===== src/rtl/toggle_handshake_rx_pkg.sv =====
// Shared definitions for the toggle-handshake receiver: FSM encoding and
// default parameter values.
package toggle_handshake_rx_pkg;

    localparam logic ST_IDLE = 1'b0;
    localparam logic ST_HOLD = 1'b1;

    localparam int DEF_DATA_W      = 8;
    localparam int DEF_SYNC_STAGES = 2;
    localparam int DEF_CNT_W       = 16;

endpackage


===== src/rtl/toggle_handshake_rx_sync_ff.sv =====
// Single-bit multi-flop synchroniser with synchronous active-high reset to 0.
// Shared with the transmitter side, which uses it for the returning ack toggle.
module sync_ff
    import toggle_handshake_rx_pkg::*;
#(
    parameter int SYNC_STAGES = DEF_SYNC_STAGES
) (
    input  logic clk,
    input  logic rst,
    input  logic d,
    output logic q
);

    logic [SYNC_STAGES-1:0] sync_r;

    // Shift the asynchronous input through the flop chain.
    always_ff @(posedge clk) begin
        if (rst) begin
            sync_r <= {SYNC_STAGES{1'b0}};
        end else begin
            sync_r <= {sync_r[SYNC_STAGES-2:0], d};
        end
    end

    assign q = sync_r[SYNC_STAGES-1];

endmodule


===== src/rtl/toggle_handshake_rx.sv =====
// Receiving end of a two-phase toggle link: detects each req_tgl flip, holds the
// captured word on a valid/ready port and flips ack_tgl once it is accepted.
module toggle_handshake_rx
    import toggle_handshake_rx_pkg::*;
#(
    parameter int DATA_W      = DEF_DATA_W,
    parameter int SYNC_STAGES = DEF_SYNC_STAGES,
    parameter int CNT_W       = DEF_CNT_W
) (
    input  logic              clk,
    input  logic              rst,
    input  logic              req_tgl,
    input  logic [DATA_W-1:0] data_in,
    output logic              ack_tgl,
    output logic              out_valid,
    input  logic              out_ready,
    output logic [DATA_W-1:0] data_out,
    output logic              proto_err,
    output logic [CNT_W-1:0]  xfer_cnt
);

    logic              req_s;
    logic              req_seen_r;
    logic              state_r;
    logic              state_s;
    logic              capture_s;
    logic              accept_s;
    logic              viol_s;
    logic [DATA_W-1:0] data_r;
    logic              ack_r;
    logic              err_r;
    logic [CNT_W-1:0]  cnt_r;

    sync_ff #(
        .SYNC_STAGES (SYNC_STAGES)
    ) u_req_sync (
        .clk (clk),
        .rst (rst),
        .d   (req_tgl),
        .q   (req_s)
    );

    // FSM state register.
    always_ff @(posedge clk) begin
        if (rst) begin
            state_r <= ST_IDLE;
        end else begin
            state_r <= state_s;
        end
    end

    // FSM next-state logic.
    always_comb begin
        state_s = state_r;
        case (state_r)
            ST_IDLE: begin
                if (req_s != req_seen_r) begin
                    state_s = ST_HOLD;
                end else begin
                    state_s = ST_IDLE;
                end
            end
            ST_HOLD: begin
                if (out_ready) begin
                    state_s = ST_IDLE;
                end else begin
                    state_s = ST_HOLD;
                end
            end
            default: state_s = ST_IDLE;
        endcase
    end

    // FSM output strobes; a flip seen while holding is a violation, never a capture.
    always_comb begin
        capture_s = 1'b0;
        accept_s  = 1'b0;
        viol_s    = 1'b0;
        case (state_r)
            ST_IDLE: begin
                capture_s = (req_s != req_seen_r);
            end
            ST_HOLD: begin
                accept_s = out_ready;
                viol_s   = (req_s != req_seen_r);
            end
            default: begin
                capture_s = 1'b0;
                accept_s  = 1'b0;
                viol_s    = 1'b0;
            end
        endcase
    end

    // Datapath and status registers driven by the FSM strobes.
    always_ff @(posedge clk) begin
        if (rst) begin
            req_seen_r <= 1'b0;
            data_r     <= {DATA_W{1'b0}};
            ack_r      <= 1'b0;
            err_r      <= 1'b0;
            cnt_r      <= {CNT_W{1'b0}};
        end else begin
            if (capture_s) begin
                data_r     <= data_in;
                req_seen_r <= req_s;
            end
            if (accept_s) begin
                ack_r <= ~ack_r;
                cnt_r <= cnt_r + {{(CNT_W-1){1'b0}}, 1'b1};
            end
            if (viol_s) begin
                err_r <= 1'b1;
            end
        end
    end

    assign out_valid = (state_r == ST_HOLD);
    assign data_out  = data_r;
    assign ack_tgl   = ack_r;
    assign proto_err = err_r;
    assign xfer_cnt  = cnt_r;

endmodule

===== config.mk =====
export PLATFORM = sky130hd
export DESIGN_NAME = toggle_handshake_rx
export DESIGN_NICKNAME = d
export VERILOG_FILES = /design/src/rtl/toggle_handshake_rx_pkg.sv /design/src/rtl/toggle_handshake_rx_sync_ff.sv /design/src/rtl/toggle_handshake_rx.sv
export SDC_FILE = /design/constraint.sdc
export NUM_CORES = 1
export LEC_CHECK = 0
export ABC_CLOCK_PERIOD_IN_PS = 2000
export BUFFER_PORTS_ARGS = -buffer_cell sky130_fd_sc_hd__buf_2
export CORE_MARGIN = 4
export CORE_UTILIZATION = 49
export CTS_CLUSTER_DIAMETER = 30
export CTS_CLUSTER_SIZE = 14
export DETAILED_ROUTE_END_ITERATION = 12
export GPL_TIMING_DRIVEN = 0
export HOLD_SLACK_MARGIN = 0.08
export PLACE_DENSITY = 0.85
export SLEW_MARGIN = 20
export SYNTH_ARGS = -nofsm -noshare
export SYNTH_HDL_FRONTEND = slang
export SYNTH_SLANG_ARGS = --single-unit

===== constraint.sdc =====
create_clock -name clk -period 2 [get_ports clk]
set_input_delay 0.2 -clock clk [delete_from_list [all_inputs] [get_ports clk]]
set_output_delay 0.2 -clock clk [all_outputs]
set_load 0.1 [all_outputs]

==> results.cfg <==
[outcome]
outcome = complete, no violations

[worst_setup_path]
required_ns = 2.23
crit_arrival_ns = 1.74
crit_path_end_kind = flop
r2r_start = xfer_cnt[0]
r2r_end = xfer_cnt[10]
reg2reg_depth = 5
crit_fanout = 8
crit_type = flop to flop
cp-start-kind = flop
reg2reg_slack_ns = 0.49
worstSetupStartpoint = xfer_cnt[0]

[logic_synthesis]
yosys_warnings = 0
ys_seq_area_share_pct = 48.34
yosysUniqueCellTypes = 28
synth-main-ff-cell = dfxtp_1
syn_nets = 145
synthCells = 132
avgSynthCellArea_um2 = 9.412
netlist_area_mm2 = 0.001242
async_flop_share_pct = 0
yosys_register_bits = 30
synth_edf_count = 0

[floorplanning]
coreArea_mm2 = 0.002318
rows = 17
pin_count = 39
start_util_pct = 53.59
die-area_mm2 = 0.003405
die_w_um = 58.36
fp.dieH_um = 58.36

[finish]
multiInputGateArea_um2 = 609.3
fillers = 196
area_growth_pct = 29.20
drive_gt1_share_pct = 36.87
seqCellArea_um2 = 616.8
fin_util_pct = 69.24
n_antenna_cell = 0
layout.cells.non_filler = 207
nets = 191

[timing]
relSlewSlack_pct = 67.18
fin_setup_tns_ns = 0
period_minus_slack_ns = 1.510
rsz0062_at_grt = false
final_max_slew_viol_count = 0
finalCritPeriodShare_pct = 75.51
worstMarginPinSlew_ns = 0.4957
max_freq_mhz = 662.1
hold_ws_ns = 0.09580
finalSetupViolCount = 0
hold_viol = 0
fin_skew_ns = 0.006632

[clock_network]
ctsResizeCount = 0
cts_buffers = 5
postCtsSetupRepairBufs = 0
cts.sinks = 30
cts_root_buffer = clkbuf_4
htreeDepth = 2
clockBufferDepth = 2
clock_latency_ns = 0.34
cts.clk_slew.worst_paths_ns = 0.10
cts_hold_buf = 1
cts_tree = yes

[global_route]
grt_max_degree = 11
antenna_found_initial = 0
first_global_vias = 1126
grt_usage_pct = 19.24
overflow = 0
grt_pass1_wl_um = 4885

[hold_path]
hp-start = data_in[5]
min_path_cells = 3
worstHoldEndpoint = data_out[5]
hp-class = input pin to flop

[pwr]
comb_power_share_pct = 12.4
p_seq_share_pct = 43.0
power_frac_clock_pct = 44.5
swShare_pct = 25.56
p_leak_nw = 0.6848
p_sw_mw = 0.3697
internal_power_mw = 1.077
max-vdd-ir-drop_mv = 0.8681
power.total_mw = 1.447
powerDensity_mw_per_mm2 = 901.1

[routing]
route.vias.total = 1102
drt_wl_total_um = 2811
dr.pass1.iters = 4
via_per_inst = 5.324
detail_route.drc_violations = 0
ant_nets = 0
wire_per_inst_um = 13.58
drtIter0Drc = 20

[run]
max_cap_violations = 0

[place]
port_buffers = 38
gp_congestion = 0.7776
placed_cells = 198
dp_hpwl_um = 2097
[registers in the layout (all words and copies together), names as in the netlist]
name,cells
req_seen_r,1
u_req_sync.sync_r,2
proto_err,1
xfer_cnt,16
data_out,8
out_valid,1
ack_tgl,1
[metal layers]
metal,part of all wire [%],GRT usage [%],vias up
met3,5.9,8.991,8
met2,52,33.65,24
met4,2.2,7.947,0
li1,-,-,541
met1,39,19.59,529
met5,0,0,-
[per-stage QoR]
step	area, um^2	setup WS [ns]
6_report	1605	0.4897
5_1_grt	1605	0.3664
4_1_cts	1605	0.4774
3_5_place_dp	1484	0.4960
3_3_place_gp	1484	0.5487
2_1_floorplan	1259	0.1229
[final cells by class]
type | count | area share, %
flip-flops and latches | 30 | 38.43
multi-input cells | 94 | 37.96
repair buffers | 39 | 12.47
clock inverters | 2 | 3.741
clock buffers | 6 | 3.196
well taps | 28 | 2.182
plain buffers | 6 | 1.559
inverters | 2 | 0.4677
[critical path: stages, from the launching register on]
cell and delay (ns):
dfxtp_2 0.40, ha_1 0.23, nand3_4 0.14, nor4_1 0.40
xnor2_1 0.17, nor2_1 0.05
[worst max-delay path by stage]
stage                   end  slack (ns)  cells after the start
2_1_floorplan  xfer_cnt[15]        0.12                      5
3_3_place_gp   xfer_cnt[15]        0.55                      5
3_5_place_dp   xfer_cnt[10]        0.50                      5
4_1_cts        xfer_cnt[10]        0.48                      5
5_1_grt        xfer_cnt[15]        0.37                      5
6_report       xfer_cnt[10]        0.49                      5
[cells in the mapped netlist (all sizes together), types with 2 or more instances]
cell type	n	share of area, %
nor2	25	7.6
a21oi	4	1.6
xnor2	10	7.0
nand2	7	2.1
clkbuf	4	1.2
nor3	6	2.4
nor2b	5	2.5
mux2i	9	7.3
xor2	3	2.1
dfxtp	30	48
inv	2	0.60
nand3	6	3.8
mux2	2	1.8
nand4	4	2.5
buf	2	0.81
nor4	4	2.0
[power by group through the flow]
stage | clock [mW] | sequential, mW | combinational, mW
2_1_floorplan | 0 | 0.730 | 0.0472
3_3_place_gp | 0 | 0.635 | 0.175
3_5_place_dp | 0 | 0.636 | 0.178
4_1_cts | 0.651 | 0.623 | 0.181
5_1_grt | 0.688 | 0.625 | 0.190
6_report | 0.644 | 0.622 | 0.180
[placed cells by master (no fill, tap or decap), types with 2 or more instances in the layout]
| master | netlist | final |
|---|---|---|
| mux2i_1 | 9 | 9 |
| inv_1 | 2 | 2 |
| nand3_1 | 4 | 4 |
| buf_2 | 2 | 40 |
| clkbuf_4 | 0 | 5 |
| clkbuf_1 | 4 | 4 |
| nand2_1 | 7 | 7 |
| nor2_1 | 25 | 25 |
| nor2b_1 | 5 | 5 |
| mux2_1 | 2 | 2 |
| bufinv_16 | 0 | 2 |
| nand4_1 | 3 | 3 |
| a21oi_1 | 4 | 4 |
| xnor2_1 | 10 | 10 |
| dfxtp_2 | 0 | 13 |
| nor4_1 | 4 | 4 |
| nor3_1 | 6 | 6 |
| dfxtp_1 | 30 | 17 |
| xor2_1 | 3 | 3 |
[cells by family (layout without fill, tap and decap cells)]
logic type,Yosys count,count (layout),synth area share (%)
flip-flops,30,30,48.34
multiplexers,11,11,9.064
adder cells (fa/ha/maj),1,1,1.007
XOR/XNOR,13,13,9.164
AO/OA/AOI/OAI,6,6,2.618
AND/OR/NAND/NOR,63,63,27.19
buffers and inverters,8,55,2.618
Power figures use the tool's default switching activity.
